<file path="src/rtl/pe_pkg.sv">
// Shared types for the two-PE Givens-rotation phase sequencer:
// scheme codes, FSM states, the schedule entry and the writeback record.
package pe_pkg;

  localparam logic [1:0] SCHEME_C2R   = 2'd0;
  localparam logic [1:0] SCHEME_CROT  = 2'd1;
  localparam logic [1:0] SCHEME_RNULL = 2'd2;
  localparam logic [1:0] SCHEME_RROT  = 2'd3;

  typedef enum logic [1:0] {
    ST_IDLE  = 2'd0,
    ST_RUN   = 2'd1,
    ST_DRAIN = 2'd2,
    ST_DONE  = 2'd3
  } seq_state_t;

  typedef struct packed {
    logic       valid;
    logic [1:0] scheme0;
    logic [1:0] scheme1;
    logic [1:0] row;
    logic [1:0] col;
    logic       fb;
    logic       swap;
  } step_entry_t;

  typedef struct packed {
    logic       v;
    logic [1:0] row;
    logic [1:0] col;
    logic       swap;
  } wb_rec_t;

  function automatic step_entry_t make_entry(input logic [1:0] s0, input logic [1:0] s1,
                                             input logic [1:0] row, input logic [1:0] col,
                                             input logic fb, input logic swap);
    step_entry_t e;
    e.valid   = 1'b1;
    e.scheme0 = s0;
    e.scheme1 = s1;
    e.row     = row;
    e.col     = col;
    e.fb      = fb;
    e.swap    = swap;
    return e;
  endfunction

endpackage

</file>
<file path="src/rtl/pe_phase_sequencer_if.sv">
// Control/address bundle between the phase sequencer (master) and the
// matrix-buffer top that consumes its PE and buffer controls (slave).
interface pe_phase_sequencer_if;

  logic       start_i;
  logic       abort_i;
  logic       busy_o;
  logic       done_o;
  logic [1:0] pe0_valid_o;
  logic [1:0] pe1_valid_o;
  logic [1:0] pe0_scheme_o;
  logic [1:0] pe1_scheme_o;
  logic       rd_en_o;
  logic       src_fb_o;
  logic       rd_swap_o;
  logic [1:0] rd_row_o;
  logic [1:0] rd_col_o;
  logic       wr_en_o;
  logic       wr_swap_o;
  logic [1:0] wr_row_o;
  logic [1:0] wr_col_o;

  modport master (
    input  start_i, abort_i,
    output busy_o, done_o, pe0_valid_o, pe1_valid_o, pe0_scheme_o, pe1_scheme_o,
           rd_en_o, src_fb_o, rd_swap_o, rd_row_o, rd_col_o,
           wr_en_o, wr_swap_o, wr_row_o, wr_col_o
  );

  modport slave (
    output start_i, abort_i,
    input  busy_o, done_o, pe0_valid_o, pe1_valid_o, pe0_scheme_o, pe1_scheme_o,
           rd_en_o, src_fb_o, rd_swap_o, rd_row_o, rd_col_o,
           wr_en_o, wr_swap_o, wr_row_o, wr_col_o
  );

endinterface

</file>
<file path="src/rtl/pe_sched_rom.sv">
// Combinational step -> schedule entry table for the 4x4 bidiagonalization.
// Unlisted steps are bubbles; swap this table to retarget other matrix sizes.
module pe_sched_rom
  import pe_pkg::*;
#(
  parameter int STEP_W = 4
) (
  input  logic [STEP_W-1:0] step,
  output step_entry_t       entry
);

  always_comb begin
    entry = '0;
    case (step)
      STEP_W'(0):  entry = make_entry(SCHEME_C2R,   SCHEME_CROT, 2'd0, 2'd0, 1'b0, 1'b0);
      STEP_W'(1):  entry = make_entry(SCHEME_CROT,  SCHEME_CROT, 2'd0, 2'd2, 1'b0, 1'b0);
      STEP_W'(2):  entry = make_entry(SCHEME_C2R,   SCHEME_CROT, 2'd2, 2'd0, 1'b0, 1'b0);
      STEP_W'(3):  entry = make_entry(SCHEME_CROT,  SCHEME_CROT, 2'd2, 2'd2, 1'b0, 1'b0);
      // Steps 4-7 are bubbles that let the column results return before feedback starts
      STEP_W'(8):  entry = make_entry(SCHEME_RNULL, SCHEME_RROT, 2'd0, 2'd0, 1'b1, 1'b0);
      STEP_W'(9):  entry = make_entry(SCHEME_RROT,  SCHEME_RROT, 2'd0, 2'd2, 1'b1, 1'b0);
      STEP_W'(10): entry = make_entry(SCHEME_RNULL, SCHEME_RROT, 2'd2, 2'd0, 1'b1, 1'b1);
      STEP_W'(11): entry = make_entry(SCHEME_RROT,  SCHEME_RROT, 2'd2, 2'd2, 1'b1, 1'b1);
      default:     entry = '0;
    endcase
  end

endmodule

</file>
<file path="src/rtl/pe_phase_sequencer.sv">
// Table-driven phase scheduler for the two-PE Givens datapath: issues ROM
// entries in RUN and replays them PE_LATENCY cycles later as buffer writebacks.
module pe_phase_sequencer
  import pe_pkg::*;
#(
  parameter int PE_LATENCY = 8,
  parameter int NUM_STEPS  = 12,
  parameter int STEP_W     = 4
) (
  input  logic                 clk,
  input  logic                 rst_n,
  pe_phase_sequencer_if.master bus
);

  localparam int DRAIN_W = (PE_LATENCY > 1) ? $clog2(PE_LATENCY) : 1;

  seq_state_t        state;
  seq_state_t        state_next;
  logic [STEP_W-1:0] step;
  logic [DRAIN_W-1:0] drain_cnt;
  step_entry_t       entry;
  wb_rec_t           push_rec;
  wb_rec_t           tail;
  wb_rec_t           dl [PE_LATENCY];

  pe_sched_rom #(.STEP_W(STEP_W)) u_rom (
    .step  (step),
    .entry (entry)
  );

  always_ff @(posedge clk) begin
    if (!rst_n) state <= ST_IDLE;
    else        state <= state_next;
  end

  always_comb begin
    state_next       = state;
    bus.busy_o       = 1'b0;
    bus.done_o       = 1'b0;
    bus.pe0_valid_o  = 2'b00;
    bus.pe1_valid_o  = 2'b00;
    bus.pe0_scheme_o = 2'b00;
    bus.pe1_scheme_o = 2'b00;
    bus.rd_en_o      = 1'b0;
    bus.src_fb_o     = 1'b0;
    bus.rd_swap_o    = 1'b0;
    bus.rd_row_o     = 2'b00;
    bus.rd_col_o     = 2'b00;
    push_rec         = '0;
    case (state)
      ST_IDLE: begin
        if (bus.start_i && !bus.abort_i) state_next = ST_RUN;
      end
      ST_RUN: begin
        bus.busy_o       = 1'b1;
        bus.pe0_valid_o  = {2{entry.valid}};
        bus.pe1_valid_o  = {2{entry.valid}};
        bus.pe0_scheme_o = entry.scheme0;
        bus.pe1_scheme_o = entry.scheme1;
        bus.rd_en_o      = entry.valid;
        bus.src_fb_o     = entry.fb;
        bus.rd_swap_o    = entry.swap;
        bus.rd_row_o     = entry.row;
        bus.rd_col_o     = entry.col;
        push_rec.v       = entry.valid;
        push_rec.row     = entry.row;
        push_rec.col     = entry.col;
        push_rec.swap    = entry.swap;
        if (bus.abort_i)                             state_next = ST_IDLE;
        else if (step == STEP_W'(NUM_STEPS - 1))     state_next = ST_DRAIN;
      end
      ST_DRAIN: begin
        bus.busy_o = 1'b1;
        if (bus.abort_i)                              state_next = ST_IDLE;
        else if (drain_cnt == DRAIN_W'(PE_LATENCY - 1)) state_next = ST_DONE;
      end
      ST_DONE: begin
        bus.done_o = 1'b1;
        state_next = ST_IDLE;
      end
      default: state_next = ST_IDLE;
    endcase
  end

  // Counters restart whenever their phase is left, including on abort
  always_ff @(posedge clk) begin
    if (!rst_n) begin
      step      <= '0;
      drain_cnt <= '0;
    end else begin
      step      <= (state == ST_RUN   && state_next == ST_RUN)   ? step + 1'b1      : '0;
      drain_cnt <= (state == ST_DRAIN && state_next == ST_DRAIN) ? drain_cnt + 1'b1 : '0;
    end
  end

  always_ff @(posedge clk) begin
    if (!rst_n || bus.abort_i) begin
      for (int i = 0; i < PE_LATENCY; i++) dl[i] <= '0;
    end else begin
      dl[0] <= push_rec;
      for (int i = 1; i < PE_LATENCY; i++) dl[i] <= dl[i-1];
    end
  end

  assign tail          = dl[PE_LATENCY-1];
  assign bus.wr_en_o   = tail.v;
  assign bus.wr_swap_o = tail.swap;
  assign bus.wr_row_o  = tail.row;
  assign bus.wr_col_o  = tail.col;

endmodule

</file>
<file path="src/flat_wrapper.sv">
// flat-port wrapper written by rule: the top's interface ports become plain ports
module pe_phase_sequencer_flat import pe_pkg::*;
#(
  parameter int PE_LATENCY = 8,
  parameter int NUM_STEPS  = 12,
  parameter int STEP_W     = 4
)
  (clk, rst_n, bus_start_i, bus_abort_i, bus_busy_o, bus_done_o, bus_pe0_valid_o, bus_pe1_valid_o, bus_pe0_scheme_o, bus_pe1_scheme_o, bus_rd_en_o, bus_src_fb_o, bus_rd_swap_o, bus_rd_row_o, bus_rd_col_o, bus_wr_en_o, bus_wr_swap_o, bus_wr_row_o, bus_wr_col_o);
  pe_phase_sequencer_if bus_i ();
  input  logic clk;
  input  logic rst_n;
  input wire logic [$bits(bus_i.start_i)-1:0] bus_start_i;
  input wire logic [$bits(bus_i.abort_i)-1:0] bus_abort_i;
  output wire logic [$bits(bus_i.busy_o)-1:0] bus_busy_o;
  output wire logic [$bits(bus_i.done_o)-1:0] bus_done_o;
  output wire logic [$bits(bus_i.pe0_valid_o)-1:0] bus_pe0_valid_o;
  output wire logic [$bits(bus_i.pe1_valid_o)-1:0] bus_pe1_valid_o;
  output wire logic [$bits(bus_i.pe0_scheme_o)-1:0] bus_pe0_scheme_o;
  output wire logic [$bits(bus_i.pe1_scheme_o)-1:0] bus_pe1_scheme_o;
  output wire logic [$bits(bus_i.rd_en_o)-1:0] bus_rd_en_o;
  output wire logic [$bits(bus_i.src_fb_o)-1:0] bus_src_fb_o;
  output wire logic [$bits(bus_i.rd_swap_o)-1:0] bus_rd_swap_o;
  output wire logic [$bits(bus_i.rd_row_o)-1:0] bus_rd_row_o;
  output wire logic [$bits(bus_i.rd_col_o)-1:0] bus_rd_col_o;
  output wire logic [$bits(bus_i.wr_en_o)-1:0] bus_wr_en_o;
  output wire logic [$bits(bus_i.wr_swap_o)-1:0] bus_wr_swap_o;
  output wire logic [$bits(bus_i.wr_row_o)-1:0] bus_wr_row_o;
  output wire logic [$bits(bus_i.wr_col_o)-1:0] bus_wr_col_o;
  assign bus_i.start_i = bus_start_i;
  assign bus_i.abort_i = bus_abort_i;
  assign bus_busy_o = bus_i.busy_o;
  assign bus_done_o = bus_i.done_o;
  assign bus_pe0_valid_o = bus_i.pe0_valid_o;
  assign bus_pe1_valid_o = bus_i.pe1_valid_o;
  assign bus_pe0_scheme_o = bus_i.pe0_scheme_o;
  assign bus_pe1_scheme_o = bus_i.pe1_scheme_o;
  assign bus_rd_en_o = bus_i.rd_en_o;
  assign bus_src_fb_o = bus_i.src_fb_o;
  assign bus_rd_swap_o = bus_i.rd_swap_o;
  assign bus_rd_row_o = bus_i.rd_row_o;
  assign bus_rd_col_o = bus_i.rd_col_o;
  assign bus_wr_en_o = bus_i.wr_en_o;
  assign bus_wr_swap_o = bus_i.wr_swap_o;
  assign bus_wr_row_o = bus_i.wr_row_o;
  assign bus_wr_col_o = bus_i.wr_col_o;
  pe_phase_sequencer #(.PE_LATENCY(PE_LATENCY), .NUM_STEPS(NUM_STEPS), .STEP_W(STEP_W)) u_core (.clk(clk), .rst_n(rst_n), .bus(bus_i));
endmodule
</file>
<file path="config.mk">
export PLATFORM = sky130hd
export DESIGN_NAME = pe_phase_sequencer_flat
export DESIGN_NICKNAME = d
export VERILOG_FILES = /design/src/rtl/pe_pkg.sv /design/src/rtl/pe_phase_sequencer_if.sv /design/src/rtl/pe_sched_rom.sv /design/src/rtl/pe_phase_sequencer.sv /design/src/flat_wrapper.sv
export SDC_FILE = /design/constraint.sdc
export NUM_CORES = 1
export LEC_CHECK = 0
export ABC_AREA = 1
export CAP_MARGIN = 20
export CORE_ASPECT_RATIO = 1.4
export CORE_UTILIZATION = 51
export DETAILED_ROUTE_END_ITERATION = 7
export GPL_TIMING_DRIVEN = 0
export MAX_ROUTING_LAYER = met4
export PLACE_DENSITY = 0.77
export SYNTH_ARGS = -nofsm -noshare
export SYNTH_HDL_FRONTEND = slang
export SYNTH_SLANG_ARGS = --single-unit
</file>
<file path="constraint.sdc">
create_clock -name clk -period 1.9 [get_ports clk]
set_clock_uncertainty 0.2 [all_clocks]
set_input_delay 0.19 -clock clk [delete_from_list [all_inputs] [get_ports clk]]
set_output_delay 0.19 -clock clk [all_outputs]
set_load 0.05 [all_outputs]
</file>
* Yosys cells after proc, flatten, opt, wreduce, memory -nomap -nowiden *
Memory sizes are Yosys's and may differ from the RTL's. A register that Yosys moved wholly into a read port is not among the register bits.
Cells that the tools add are included.
W data, S select, Z words.

cells by class
  bitwise operators = 8
  reductions and logical operators = 10
  add/subtract/negate cells = 2
  equality and inequality tests = 7
  multiplexer cells = 29

operators with widths
  cell                   number
  $mux W6                9
  $mux W2                10
  $mux W1                8
  $or A1 B1 Y1           8
  $pmux W2 S4            1
  $eq A2 B2 Y1 const B   3
  $add A4 B1 Y4 const B  1
  $eq A2 B1 Y1 const B   2
  $eq A4 B4 Y1 const B   1
  $mux W4                1
  $reduce_and A2 Y1      2
  $add A3 B1 Y3 const B  1
  $eq A3 B3 Y1 const B   1
  $logic_and A1 B1 Y1    3
  $logic_not A1 Y1       2
  $logic_not A2 Y1       1
  $reduce_or A2 Y1       1
  $logic_or A1 B1 Y1     1

word-level totals
  output and inout bits = 23
  logic and storage cells = 61
  bits of input ports = 4
  ROM bits = 144
  flip-flop bits (word level) = 9
  memories kept = 2
  RAM bits = 48

memory list
  name              depth  bits a word  read ports  clocked after Yosys merged registers in  wr ports  RTL line                  source
  (name not given)  16     9            1           1                                        0         pe_sched_rom.sv:14        case (step)
  u_core.dl         8      6            8           0                                        8         pe_phase_sequencer.sv:24  wb_rec_t dl [PE_LATENCY];

* Depth between registers and ports, before layout *
Gate-level depths: netlist of the first run.

  depth after elaboration = 8
  gate-level depth with buffers = 12
  gate-level depth less buffers = 12

* Modules after synthesis *
Synthesis of the first run repeated with hierarchy kept, for this count alone.

unflattened totals
  cells, all modules = 258
  area, all modules = 2062.0 um2

modules (own cells, without submodules)
  module              instances  seq. area each (um2)  area each (um2)  cells an instance
  pe_phase_sequencer  1          1141.1                1978.1           243
  pe_sched_rom        1          0.0                   83.8             15

* Least setup slack after synthesis of the first run *
No wires, ideal clock.

  path kind = reg-to-output
  start point = register u_core.state[1]
  end point = output port bus_pe0_valid_o[0]
  required time = 1.510 ns
  data arrival time = 1.416 ns
  setup slack = 0.094 ns
  buffers on the path = 2
  cell stages (with the launch flop) = 7
  cell sequence = dfxtp_1 > inv_1 > ha_1 > buf_6 > nand2_1 > inv_1 > buf_4

between the ends
  word-level cells in the longest chain between the ends = 2

RTL lines
  item                    RTL line                  source
  start, declared         pe_phase_sequencer.sv:17  seq_state_t state;
  start signal, assigned  pe_phase_sequencer.sv:33  else state <= state_next;
  $eq A2 B1 Y1            pe_phase_sequencer.sv:50  case (state)
  $mux W2                 pe_phase_sequencer.sv:50
  end, declared           flat_wrapper.sv:16        output wire logic [$bits(bus_i.pe0_valid_o)-1:0] bus_pe0_valid_o;

Every way passes these cells.

* Worst setup path after layout of the first run *
  start point = register u_core.state[0]
  end point = register, netlist name u_core.u_rom.entry[0]

between the ends
  word-level cells in the longest chain between the ends = 7
  elaborated cells on any way between the ends = 14
  those cells by class = eq/ne: 4; mux: 7; reduce/logical: 3

RTL lines
  item                                  RTL line                                            source
  $mux W2 (on tied branches)            pe_phase_sequencer.sv:75, pe_phase_sequencer.sv:70
  $mux W2 (on tied branches)            pe_phase_sequencer.sv:74, pe_phase_sequencer.sv:69
  $pmux W2 S4                           pe_phase_sequencer.sv:50
  $eq A2 B1 Y1                          pe_phase_sequencer.sv:91                            step <= (state == ST_RUN && state_next == ST_RUN) ? step + 1'b1 : '0;
  $logic_and A1 B1 Y1 *                 pe_phase_sequencer.sv:91
  $reduce_and A2 Y1 (no source line) *  n/a
  $mux W4 (no source line) *            n/a

Mark *: on every way between the ends. The rest lies on a longest branch, timed or not.
A chain may end at the register's enable or synchronous reset.

==> results of run 1 <==
[registers in the layout, summed over array words and instances, names as in the netlist]
| register | cells |
|---|---|
| u_core.state | 2 |
| u_core.u_rom.entry | 5 |
| u_core.drain_cnt | 3 |
| u_core.step | 4 |
| u_core.dl | 32 |
[how the worst min path moves through the flow]
stage,startpoint,endpoint,slack (ns),cells after the start
6_report,u_core.dl[1][0]$_SDFF_PP0_,u_core.dl[1][6]$_SDFF_PP0_,0.21,2
5_1_grt,u_core.dl[0][12]$_SDFF_PP0_,u_core.dl[0][18]$_SDFF_PP0_,0.22,2
2_1_floorplan,rst_n,u_core.state[0]$_SDFF_PN0_,0.15,2
3_3_place_gp,u_core.dl[0][23]$_SDFF_PP0_,u_core.dl[1][5]$_SDFF_PP0_,0.19,2
4_1_cts,u_core.dl[0][8]$_SDFF_PP0_,u_core.dl[0][14]$_SDFF_PP0_,0.21,2
3_5_place_dp,u_core.dl[0][0]$_SDFF_PP0_,u_core.dl[0][6]$_SDFF_PP0_,0.20,2
[cell usage in the layout (no fill, tap or decap), types with 5 or more instances in the layout]
cell type / count
sky130_fd_sc_hd__nor2_1: 43
sky130_fd_sc_hd__clkbuf_8: 6
sky130_fd_sc_hd__nand2_1: 15
sky130_fd_sc_hd__dfxtp_1: 44
sky130_fd_sc_hd__buf_8: 5
sky130_fd_sc_hd__clkdlybuf4s50_1: 5
sky130_fd_sc_hd__buf_4: 22
sky130_fd_sc_hd__inv_1: 50
[cell type report]
type	instances	area, sq um
repair buffers	26	250
clock inverters	2	60.1
clock buffers	6	82.6
plain buffers	18	128
inverters	54	203
fillers	264	948
flip-flops and latches	46	926
well taps	39	48.8
multi-input cells	88	477
[through the flow]
step | hold slack [ns] | cell area (sq um) | setup TNS (ns) | std cells
2_1_floorplan | 0.151 | 1700 | 0 | 206
5_1_grt | 0.221 | 2170 | -0.0186 | 279
3_5_place_dp | 0.200 | 1970 | -3.80 | 267
6_report | 0.211 | 2170 | 0 | 279
3_3_place_gp | 0.194 | 1970 | -3.56 | 267
4_1_cts | 0.211 | 2100 | 0 | 276
[critical path: cells and delay by family (launching register included)]
kind | cells | cell delay [ns]
flops | 1 | 0.37
fa+ha+maj | 1 | 0.25
buf+inv | 1 | 0.10
simple gates | 8 | 0.84
[power breakdown]
group,total (uW),switching [uW],internal [uW]
Clock,867,307,560
Combinational,166,101,64.8
Sequential,969,3.15,966
[cell families after synthesis]
family	Yosys count
flip-flops	46
other	1
AND/OR/NAND/NOR	71
buffers and inverters	72
AO/OA/AOI/OAI	4
XOR/XNOR	2
adder cells (fa/ha/maj)	7
[repair_timing]
action                                  CTS  global route
hold buffers                              0             0
setup buffers                             1             3
pin swaps                                 0             3
endpoints found under the setup margin   15            20
resized for setup                        86            18
[routing by layer]
layer  vias to the layer above  global-route usage, %  share of wire, %
met2                        14                   28.7                55
li1                        622                      -                 -
met1                       520                   15.8                40
met4                         0                   7.41               2.0
met5                         -                      -                 0
met3                         5                   7.19               3.2
==> run_results.csv, run 1 <==
group,metric,value,unit
clocking,cts_inserted_buffers,5,
setup_path,worstPathCellList,"inv_1 > ha_2 > nor2_2 > nor2_1 > nand3_1 > nand2_2 > nand3_2 > nor2_4 > nand3_2 > nor2_2",
clocking,cts_htree_levels,2,
floorplanning,start_util,54.1,%
setup_path,crit_path_start,"u_core.state[0]$_SDFF_PN0_",
grt,maximum_number_of_pins_on_one_net_before_global_route_repair,15,
floorplanning,coreArea,3120,sq um
detailed_routing,drt_iter0_drc,13,
setup_path,crit_arrival,1.84,ns
synthesis,synth_seq_area_share,54.5,%
setup_path,crit_end,"u_core.u_rom.entry[0]$_SDFF_PN0_",
setup_path,timing.rr.start,"u_core.state[0]$_SDFF_PN0_",
setup_path,worst-r2r-setup-slack,0.09,ns
finish,insertedDiodeCount,0,
synthesis,synth.area.mux_share,0,%
floorplanning,die_height,70.1,microns
setup_path,worstPathMaxFanout,5,
setup_path,worstRegToRegCells,10,
synthesis,yosys-top-cells-count,"52 x sky130_fd_sc_hd__inv_1, 46 x sky130_fd_sc_hd__dfxtp_1, 43 x sky130_fd_sc_hd__nor2_1",
power_and_ir_drop,vdd_ir_drop_max,0.580,mV
synthesis,netlist-cell-type-count,20,
floorplanning,placementRows,24,
clocking,clock_path_buffers,2,
synthesis,synthCells,203,
synthesis,syn-mean-instance-area,8.32,sq um
floorplanning,io_pins,27,
synthesis,synth_fa_ha_area_share,5.19,%
synthesis,synthesis.yosys.warnings,0,
synthesis,synth_top_area_share,54.5,%
detailed_routing,drc_errors,0,
grt,grt_first_pass_wirelength,4180,microns
placed_design,io_buffers,22,
synthesis,synth.cell_area,1690,sq um
setup_path,worst_path_max_delay_cell,"sky130_fd_sc_hd__dfxtp_4",
grt,grt_antenna_before_repair,0,
power_and_ir_drop,cellPowerDensity,921,nW/um^2
run_status,status,"complete, no violations",
sta,rel_slew_slack,66.7,%
sta,post-route-period-util,95.0,%
synthesis,ys_top_cells_by_area,"sky130_fd_sc_hd__dfxtp_1 55%, sky130_fd_sc_hd__inv_1 12%, sky130_fd_sc_hd__nor2_1 9.6%",
detailed_routing,via_per_inst,4.16,
power_and_ir_drop,p_leak,0.00105,uW
synthesis,synth-async-reset-ratio,0,%
detailed_routing,post_drt_wl_per_cell,8.98,microns
detailed_routing,wl,2510,microns
synthesis,compound_cell_area_share_of_the_yosys_netlist,1.41,%
synthesis,yosysMostFrequentCell,"sky130_fd_sc_hd__inv_1",
sta,timing.final.hold_violations,0,
sta,worstMarginPinSlew,0.499,ns
sta,achievable_clock_frequency,554,MHz
synthesis,synth_top_family_by_area,"buffers and inverters",
grt,number_of_global_route_vias_before_repair,1027,
power_and_ir_drop,power,2000,uW
detailed_routing,drt-pass1-iter-count,4,
sta,slew_violations,0,
synthesis,synth_enable_flop_cells,0,
finish,syn_to_final_growth,28.7,%
grt,grt_remaining_overflow,0,
setup_path,critPathCaptureType,"flop",
setup_path,cp.required,1.94,ns
clocking,clkLatencyLatePin,0.29,ns
sta,period_minus_slack,1.81,ns
grt,track_usage,16.7,%
synthesis,xor_xnor_cell_area_share_of_the_yosys_netlist,1.04,%
clocking,tritoncts,"built",
detailed_routing,vias,1161,
finish,nNetsFinal,250,
detailed_routing,route.antenna.remaining_nets,0,
sta,setup_viol_count_final,0,
min_path,hold_path_class,"flop to flop",
synthesis,synth_simple_gate_area_share,18.1,%
floorplanning,die-area,3550,sq um
clocking,clkSlewWorstSetupHoldPaths,0.08,ns
finish,finish.utilization,69.6,%
clocking,tritoncts_num_sinks,46,
finish,post_route_cells_drive_above_1_share,25.8,%
clocking,cts.root.buffer_cell,"sky130_fd_sc_hd__clkbuf_8",
floorplanning,die_x,50.6,microns
synthesis,synth_top_flop_cell,"sky130_fd_sc_hd__dfxtp_1",
placed_design,dpl_worst_slack,-0.422,ns
setup_path,critPathKind,"flop to flop",
setup_path,worstReg2RegEnd,"u_core.u_rom.entry[0]$_SDFF_PN0_",
flow_run,maxCapViolations,0,
placed_design,dpl.hpwl,1800,microns
setup_path,critPathMaxStageDelay,0.37,ns
setup_path,startpoint_type,"flop",
placed_design,gpl.final_weighted_congestion,0.732,
synthesis,synth_seq_cells,46,
sta,fin_ws,0.0941,ns
synthesis,synth_top_area_cell,"sky130_fd_sc_hd__dfxtp_1",
Note: power is estimated with default switching activity, not from simulation.
==> run 2, diff against run 1 <==
--- a/config.mk
+++ b/config.mk
@@ -13,6 +13,7 @@
 export GPL_TIMING_DRIVEN = 0
 export MAX_ROUTING_LAYER = met4
 export PLACE_DENSITY = 0.77
+export REMOVE_ABC_BUFFERS = 1
 export SYNTH_ARGS = -nofsm -noshare
 export SYNTH_HDL_FRONTEND = slang
 export SYNTH_SLANG_ARGS = --single-unit
==> run_results.csv, run 2 (synthesis results as in run 1) <==
group,metric,value,unit
sta,tns,0,ns
detailed_routing,post_drt_wl_per_cell,8.13,microns
floorplanning,die_x,50.6,microns
clocking,hold_buffer_count_at_cts,0,
finish,final_cell_area,1930,sq um
sta,setup_viol_count_final,0,
run_status,status,"complete, no violations",
sta,slew_violations,0,
grt,grt_remaining_overflow,0,
setup_path,critPathKind,"flop to output port",
power_and_ir_drop,vdd_ir_drop_max,0.625,mV
finish,stdcell_count,258,
sta,period_minus_slack,1.80,ns
placed_design,dp.cells,249,
sta,rel_slew_slack,43.5,%
detailed_routing,drt-pass1-iter-count,3,
setup_path,cpLargestDelayFamily,"buffers and inverters",
floorplanning,coreArea,3120,sq um
setup_path,worst-path-buf-inv,2,
setup_path,startpoint_type,"flop",
clocking,clkSlewWorstSetupHoldPaths,0.08,ns
detailed_routing,via_per_inst,4.09,
power_and_ir_drop,power,1680,uW
finish,mostFrequentLayoutCell,"sky130_fd_sc_hd__inv_1",
flow_run,maxCapViolations,0,
clocking,cts_htree_levels,2,
floorplanning,die_height,70.1,microns
detailed_routing,wl,2100,microns
min_path,hold_path_class,"flop to flop",
finish,most-common-layout-cells,"50 x sky130_fd_sc_hd__inv_1, 44 x sky130_fd_sc_hd__dfxtp_1, 43 x sky130_fd_sc_hd__nor2_1",
finish,nNetsFinal,229,
grt,track_usage,14.9,%
floorplanning,die-area,3550,sq um
clocking,cts_inserted_buffers,5,
floorplanning,start_util,54.1,%
finish,insertedDiodeCount,0,
power_and_ir_drop,cellPowerDensity,869,nW/um^2
placed_design,post_dp_cell_area,1840,sq um
detailed_routing,drc_errors,0,
detailed_routing,route.antenna.remaining_nets,0,
floorplanning,placementRows,24,
detailed_routing,drt_iter0_drc,15,
grt,grt_antenna_before_repair,0,
placed_design,dpl.hpwl,1450,microns
finish,post_route_cells_drive_above_1_share,18.7,%
detailed_routing,vias,1054,
grt,number_of_global_route_vias_before_repair,935,
setup_path,critPathCaptureType,"output port",
placed_design,io_buffers,22,
sta,post-route-period-util,94.6,%
clocking,cts.root.buffer_cell,"sky130_fd_sc_hd__clkbuf_8",
setup_path,worst_path_max_delay_cell,"sky130_fd_sc_hd__dfxtp_2",
clocking,clkLatencyLatePin,0.30,ns
clocking,tritoncts_num_sinks,46,
setup_path,crit_arrival,1.41,ns
floorplanning,io_pins,27,
setup_path,cp.required,1.51,ns
setup_path,worstPathCellList,"inv_2 > ha_2 > clkdlybuf4s15_2",
clocking,tritoncts,"built",
grt,maximum_number_of_pins_on_one_net_before_global_route_repair,33,
setup_path,critPathMaxStageDelay,0.37,ns
sta,worstMarginPinSlew,0.846,ns
sta,achievable_clock_frequency,556,MHz
grt,grt_first_pass_wirelength,3670,microns
finish,largest_register_ffs,32,
power_and_ir_drop,p_leak,0.000878,uW
finish,syn_to_final_growth,14.4,%
placed_design,gpl.final_weighted_congestion,0.908,
sta,timing.final.hold_violations,0,
setup_path,worstPathMaxFanout,4,
clocking,clock_path_buffers,2,
finish,largest_register,"u_core.dl",
[run 2: changes by cell type in the layout (fill, tap and decap cells not counted), sizes merged]
cell | before | now
bufinv | 2 | 0
dlymetal6s2s | 2 | 0
clkinvlp | 0 | 1
clkbuf | 9 | 5
clkdlybuf4s50 | 5 | 7
buf | 32 | 14
clkinv | 0 | 2
[run 2: per-layer routing]
layer	GRT usage (%)	wire length, microns	vias up
met1	14.4	906	452
met2	23.1	1030	16
met5	-	0	-
met4	13.9	87	0
met3	4.58	71	7
li1	-	-	579
[run 2: final timing paths]
| kind | from | end | slack (ns) | cells past startpoint |
|---|---|---|---|---|
| max | u_core.state[1]$_SDFF_PN0_ | bus_busy_o | 0.10 | 3 |
| min | u_core.dl[0][12]$_SDFF_PP0_ | u_core.dl[0][18]$_SDFF_PP0_ | 0.21 | 2 |
| max reg2reg | u_core.state[0]$_SDFF_PN0_ | u_core.u_rom.entry[6]$_DFF_P_ | 0.16 | 11 |
| min reg2reg | u_core.dl[0][12]$_SDFF_PP0_ | u_core.dl[0][18]$_SDFF_PP0_ | 0.21 | 2 |
[run 2: metrics by stage]
step                worst slack (ns)  hold WS [ns]  utilization, %
finish                         0.103         0.210            61.9
global route                -0.00599         0.214            61.9
CTS                          0.00163         0.212            60.7
detailed placement            -0.391         0.200            59.0
global placement              -0.380         0.194            59.0
floorplan                      -1.01         0.151               -
[run 2: repair_timing]
action	in CTS	in global routing
pin swaps	0	1
setup endpoints to repair	18	16
buffers inserted	0	1
resized for setup	78	10
hold endpoints to repair	0	0
[run 2: cell type report]
cell class | count | area, sq um
Fill cell | 283 | 1190
Tap cell | 39 | 48.8
Clock buffer | 5 | 68.8
Multi-Input combinational cell | 88 | 469
Inverter | 54 | 203
Timing Repair Buffer | 23 | 196
Clock inverter | 3 | 21.3
Sequential cell | 46 | 926
[run 2: power by group]
part | switching, uW | internal (uW)
clock network | 322 | 258
logic | 92.8 | 37.7
registers | 2.19 | 966
total | 417 | 1260
[run 2: tightest hold or removal path: stages (launching register included)]
cell,delay [ns]
sky130_fd_sc_hd__dfxtp_1,0.30
sky130_fd_sc_hd__inv_1,0.04
sky130_fd_sc_hd__nor2_1,0.03
